$ cat src/rtl/bcd_ctrl_pkg.sv
// Shared types and helpers for the 4-digit BCD count controller.
package bcd_ctrl_pkg;

  typedef enum logic [1:0] {
    ST_IDLE = 2'd0,
    ST_RUN  = 2'd1,
    ST_HOLD = 2'd2,
    ST_DONE = 2'd3
  } state_t;

  localparam int unsigned DIGITS  = 4;
  localparam logic [3:0]  BCD_MAX = 4'd9;

  function automatic logic nibble_valid(input logic [3:0] nib);
    return (nib <= BCD_MAX);
  endfunction

  // A limit is usable only if every digit is a legal BCD value.
  function automatic logic limit_valid(input logic [4*DIGITS-1:0] v);
    logic ok;
    ok = 1'b1;
    for (int i = 0; i < DIGITS; i++) begin
      ok = ok & nibble_valid(v[4*i +: 4]);
    end
    return ok;
  endfunction

endpackage

$ cat src/rtl/bcd_digit.sv
// One decade counter stage; co requests an increment of the next digit.
module bcd_digit
  import bcd_ctrl_pkg::*;
(
  input  logic       clk,
  input  logic       r,
  input  logic       en,
  input  logic       clr,
  output logic [3:0] q,
  output logic       co
);

  logic [3:0] q_q, q_d;

  always_comb begin
    q_d = q_q;
    if (clr) begin
      q_d = 4'd0;
    end else if (en) begin
      q_d = (q_q == BCD_MAX) ? 4'd0 : q_q + 4'd1;
    end
  end

  always_ff @(posedge clk or posedge r) begin
    if (r) begin
      q_q <= 4'd0;
    end else begin
      q_q <= q_d;
    end
  end

  assign q  = q_q;
  assign co = en && (q_q == BCD_MAX);

endmodule

$ cat src/rtl/bcd_count_ctrl.sv
// Start/stop/clear controller around a 4-digit BCD counter that runs up to
// a latched limit and reports completion or a rejected start.
module bcd_count_ctrl
  import bcd_ctrl_pkg::*;
(
  input  logic        clk,
  input  logic        r,
  input  logic        start,
  input  logic        stop,
  input  logic        clr,
  input  logic        tick,
  input  logic [15:0] limit,
  output logic        ec,
  output logic [15:0] q,
  output logic        busy,
  output logic        done,
  output logic        err
);

  state_t      state_q, state_d;
  logic [15:0] lim_q, lim_d;
  logic        busy_q, busy_d;
  logic        done_q, done_d;
  logic        err_q, err_d;
  logic        load;
  logic        inc_en;
  logic        digit_clr;

  logic [DIGITS-1:0] en_chain;
  logic [DIGITS-2:0] co_chain;
  logic              co_unused;

  always_comb begin
    state_d = state_q;
    lim_d   = lim_q;
    load    = 1'b0;
    err_d   = 1'b0;
    if (clr) begin
      state_d = ST_IDLE;
    end else begin
      unique case (state_q)
        ST_IDLE: begin
          if (start && !stop) begin
            if (limit_valid(limit)) begin
              lim_d   = limit;
              load    = 1'b1;
              state_d = ST_RUN;
            end else begin
              err_d = 1'b1;
            end
          end
        end
        ST_RUN: begin
          if (stop) begin
            state_d = ST_HOLD;
          end else if (q == lim_q) begin
            state_d = ST_DONE;
          end
        end
        ST_HOLD: begin
          if (start && !stop) begin
            state_d = ST_RUN;
          end
        end
        ST_DONE: state_d = ST_IDLE;
        default: state_d = ST_IDLE;
      endcase
    end
    busy_d = (state_d == ST_RUN) || (state_d == ST_HOLD);
    done_d = (state_d == ST_DONE);
  end

  always_ff @(posedge clk or posedge r) begin
    if (r) begin
      state_q <= ST_IDLE;
      lim_q   <= 16'h0000;
      busy_q  <= 1'b0;
      done_q  <= 1'b0;
      err_q   <= 1'b0;
    end else begin
      state_q <= state_d;
      lim_q   <= lim_d;
      busy_q  <= busy_d;
      done_q  <= done_d;
      err_q   <= err_d;
    end
  end

  assign ec = (state_q == ST_RUN) && tick && (q != lim_q);

  // stop and clr win over a tick on the same edge, so the chain sees a gated enable.
  assign inc_en    = ec && !stop && !clr;
  assign digit_clr = clr || load;
  assign en_chain  = {co_chain, inc_en};

  for (genvar i = 0; i < DIGITS; i++) begin : g_digit
    if (i < DIGITS - 1) begin : g_mid
      bcd_digit u_digit (
        .clk (clk),
        .r   (r),
        .en  (en_chain[i]),
        .clr (digit_clr),
        .q   (q[4*i +: 4]),
        .co  (co_chain[i])
      );
    end else begin : g_top
      // q never exceeds the limit, so the top carry has no consumer.
      bcd_digit u_digit (
        .clk (clk),
        .r   (r),
        .en  (en_chain[i]),
        .clr (digit_clr),
        .q   (q[4*i +: 4]),
        .co  (co_unused)
      );
    end
  end

  assign busy = busy_q;
  assign done = done_q;
  assign err  = err_q;

endmodule

$ cat config.mk
export PLATFORM = sky130hd
export DESIGN_NAME = bcd_count_ctrl
export DESIGN_NICKNAME = d
export VERILOG_FILES = /design/src/rtl/bcd_ctrl_pkg.sv /design/src/rtl/bcd_digit.sv /design/src/rtl/bcd_count_ctrl.sv
export SDC_FILE = /design/constraint.sdc
export NUM_CORES = 1
export LEC_CHECK = 0
export ABC_AREA = 1
export ABC_CLOCK_PERIOD_IN_PS = 6800
export CORE_AREA = 10 10 109 72
export CTS_BUF_LIST = sky130_fd_sc_hd__clkbuf_2
export DETAILED_ROUTE_END_ITERATION = 12
export DIE_AREA = 0 0 119 82
export PLACE_DENSITY = 0.67
export SETUP_SLACK_MARGIN = 0.4
export SLEW_MARGIN = 20
export SYNTH_ARGS = -nofsm -noshare
export SYNTH_HDL_FRONTEND = slang
export SYNTH_HIERARCHICAL = 1
export SYNTH_SLANG_ARGS = --single-unit
$ cat constraint.sdc
create_clock -name clk -period 6.8 [get_ports clk]
set_input_delay 0.68 -clock clk [delete_from_list [all_inputs] [get_ports clk]]
set_output_delay 0.68 -clock clk [all_outputs]
set_load 0.05 [all_outputs]
==> summary.md <==
| Metric | Value |
|---|---|
| GR Layer Usage met3 | 0.0390 |
| Max-cap viol count | 0 |
| Initial Util | 0.402 |
| Iter 0 DRT Violations | 99 |
| Pre-CTS WS | about 3.9 ns |
| Share of layout cells above drive strength 1 | 0.115 |
| Post-CTS resize count | 0 |
| Worst path most repeated cell | nand2_1 |
| Final setup margin | around 3.8 ns |
| Setup Fix Bufs, Post-CTS | 0 |
| DRC Markers | 0 |
| Final HPWL DP | 4.17 mm |
| Crit-path max cell delay | ~0.71 ns |
| Clock tree from TritonCTS | built |
| Post-synthesis instance area | approximately 2400 um^2 |
| Post-Syn Instances | 346 |
| Met1 Use GR | 0.157 |
| Worst skew pair latency | ~0.37 ns |
| Chip width | around 120 um |
| Vias per Instance | around 4.4 |
| Site row count | 22 |
| # clock sinks | 37 |
| Syn. warnings | 6 |
| Die area | ~10000 um^2 |
| Core area | 5890 um^2 |
| Crit path max-delay cell type | clkdlybuf4s50_1 |
| Fmax achieved | roughly 340 MHz |
| CTS clock-pin slew for the worst setup and hold paths | roughly 0.2 ns |
| Hold_buf cts | 0 |
| Layout area overhead | 22.0% |
| Slew margin rel. | 0.398 |
| P_leak | approximately 1.4 nW |
| Layout Skew | approximately 0.02 ns |
| Worst Hold Class | reg -> reg |
| Slew Limit Fails | 0 |
| # setup viols final | 0 |
| Status | finished clean |
| GPL Wtd Cong | slightly above 0.8 |
| Worst-path maximum fanout | 8 |
| First-pass GRT wire length | between 9 and 10 mm |
| Drt pass-1 iters | 4 |
| WS Path Type | reg -> out |
| Inserted Diodes | 0 |
| WL final | between 5 and 6 mm |
| GR Layer Usage met2 | 0.169 |
| GRT Residual Overflow | 0 |
| Max rail drop VDD | ~0.070 mV |
| Family with the most delay on the worst path | buffers and inverters |
| RSZ-0062 raised after global routing | false |
| Critical Path AT | 2.27 ns |
| ANT nets after route | 0 |
| Largest net degree at the start of global routing | 33 |
| CTS max path bufs | 2 |
| Crit end category | output pin |
| All-layer global routing usage | 0.114 |
| CP Cell Sequence | inv_1 -> nand2_1 -> nand2_1 -> nor2_1 -> nand2_1 -> nor2_1 -> a21oi_1 -> clkdlybuf4s50_1 |
| Fin nets | 422 |
| CTS root buf | clkbuf_2 |
| Cts bufs inserted | 5 |
| Number of buffers added on ports | 41 |
| Least-Margin Pin Slew | about 0.9 ns |
| Worst endpoint required time | approximately 6 ns |
| Vias in the first global route | around 1900 |
| Syn avg cell area | between 6 and 7 um^2 |
| Htree depth | 2 |
| PD cells | ~160 nW/um^2 |
| Endpoints failing hold | 0 |
| Fin crit share | 0.434 |
| Bufs and invs on worst path | 2 |
| Fin Setup TNS | 0 ns |
| Initial antenna violation count | 0 |
| Final worst path period need | approximately 3.0 ns |
| Busiest grt layer | met2 |
| Routed wire length per instance | about 11 um |
| Syn nets | approximately 380 |
| IO Pins | 42 |
| Startpoint Class | register |
| Die Y | about 82 um |
| Via count | roughly 2100 |
==> metrics by stage <==
step / power [mW] / hold WS [ns] / utilization / std cells / area, um^2
final: 0.459 / 0.586 / 0.491 / 476 / 2890
after global routing: 0.495 / 0.605 / 0.491 / 476 / 2890
after CTS: 0.469 / 0.548 / 0.491 / 476 / 2890
after detailed placement: 0.366 / 0.561 / 0.484 / 468 / 2850
after global placement: 0.363 / 0.556 / 0.484 / 468 / 2850
after floorplan: 0.335 / 0.446 / - / 346 / 2370
==> cells in the final DEF, fill, tap and decap left out <==
cell type,instances
a21o_1,1
a21oi_1,2
and2_1,2
clkbuf_2,6
clkdlybuf4s50_1,41
clkinv_2,2
dfrtp_1,37
ha_1,9
inv_1,75
inv_2,10
nand2_1,106
nand2_2,10
nand3_1,17
nand3_2,4
nand4_1,4
nor2_1,20
nor2_2,9
nor3_1,1
nor3_2,1
nor4_1,1
o211ai_1,1
o21ai_0,4
o21ai_1,26
o21ai_2,3
==> registers in the layout (all words and copies together), names as in the netlist <==
register and count:
g_digit.g_mid.u_digit/q 12, err 1, done 1, g_digit.g_top.u_digit/q 4, state_q 2, busy 1
lim_q 16
==> report_power, final <==
part	total [mW]	leakage [nW]	switching, mW	internal (mW)
logic	0.106	0.945	0.0612	0.0444
registers	0.255	0.457	0.0115	0.244
clock network	0.0984	0.0327	0.0724	0.0259
total	0.459	1.44	0.145	0.314
==> worst min-delay path, cell delays in order (launching register included) <==
cell	delay, ns
dfrtp_1	0.42
nor2_2	0.06
inv_2	0.07
nor4_1	0.05
==> metal layers <==
metal | share of wire | vias up | routed length [um]
met1 | 0.52 | 894 | 2800
li1 | - | 1130 | -
met5 | 0 | - | 0
met4 | 0.0036 | 0 | 19
met2 | 0.41 | 50 | 2170
met3 | 0.065 | 2 | 347
==> layout make-up <==
class	count	area, um^2
Clock buffer	6	30.0
Clock inverter	2	10.0
Fill cell	612	3000
Inverter	85	319
Multi-Input combinational cell	221	1090
Sequential cell	37	926
Tap cell	84	105
Timing Repair Buffer	41	410
==> final timing paths <==
kind	end	cells after the start	start	slack, ns
max in group asynchronous	lim_q[5]	2	r	5.30
min in group asynchronous	g_digit[0].g_mid.u_digit/q[0]	2	r	0.62
min	err	3	state_q[0]	0.59
min reg2reg	err	3	state_q[0]	0.59
max reg2reg	g_digit[3].g_top.u_digit/q[2]	21	g_digit[2].g_mid.u_digit/q[3]	4.17
max	ec	8	g_digit[2].g_mid.u_digit/q[3]	3.85
Power figures use the tool's default switching activity.
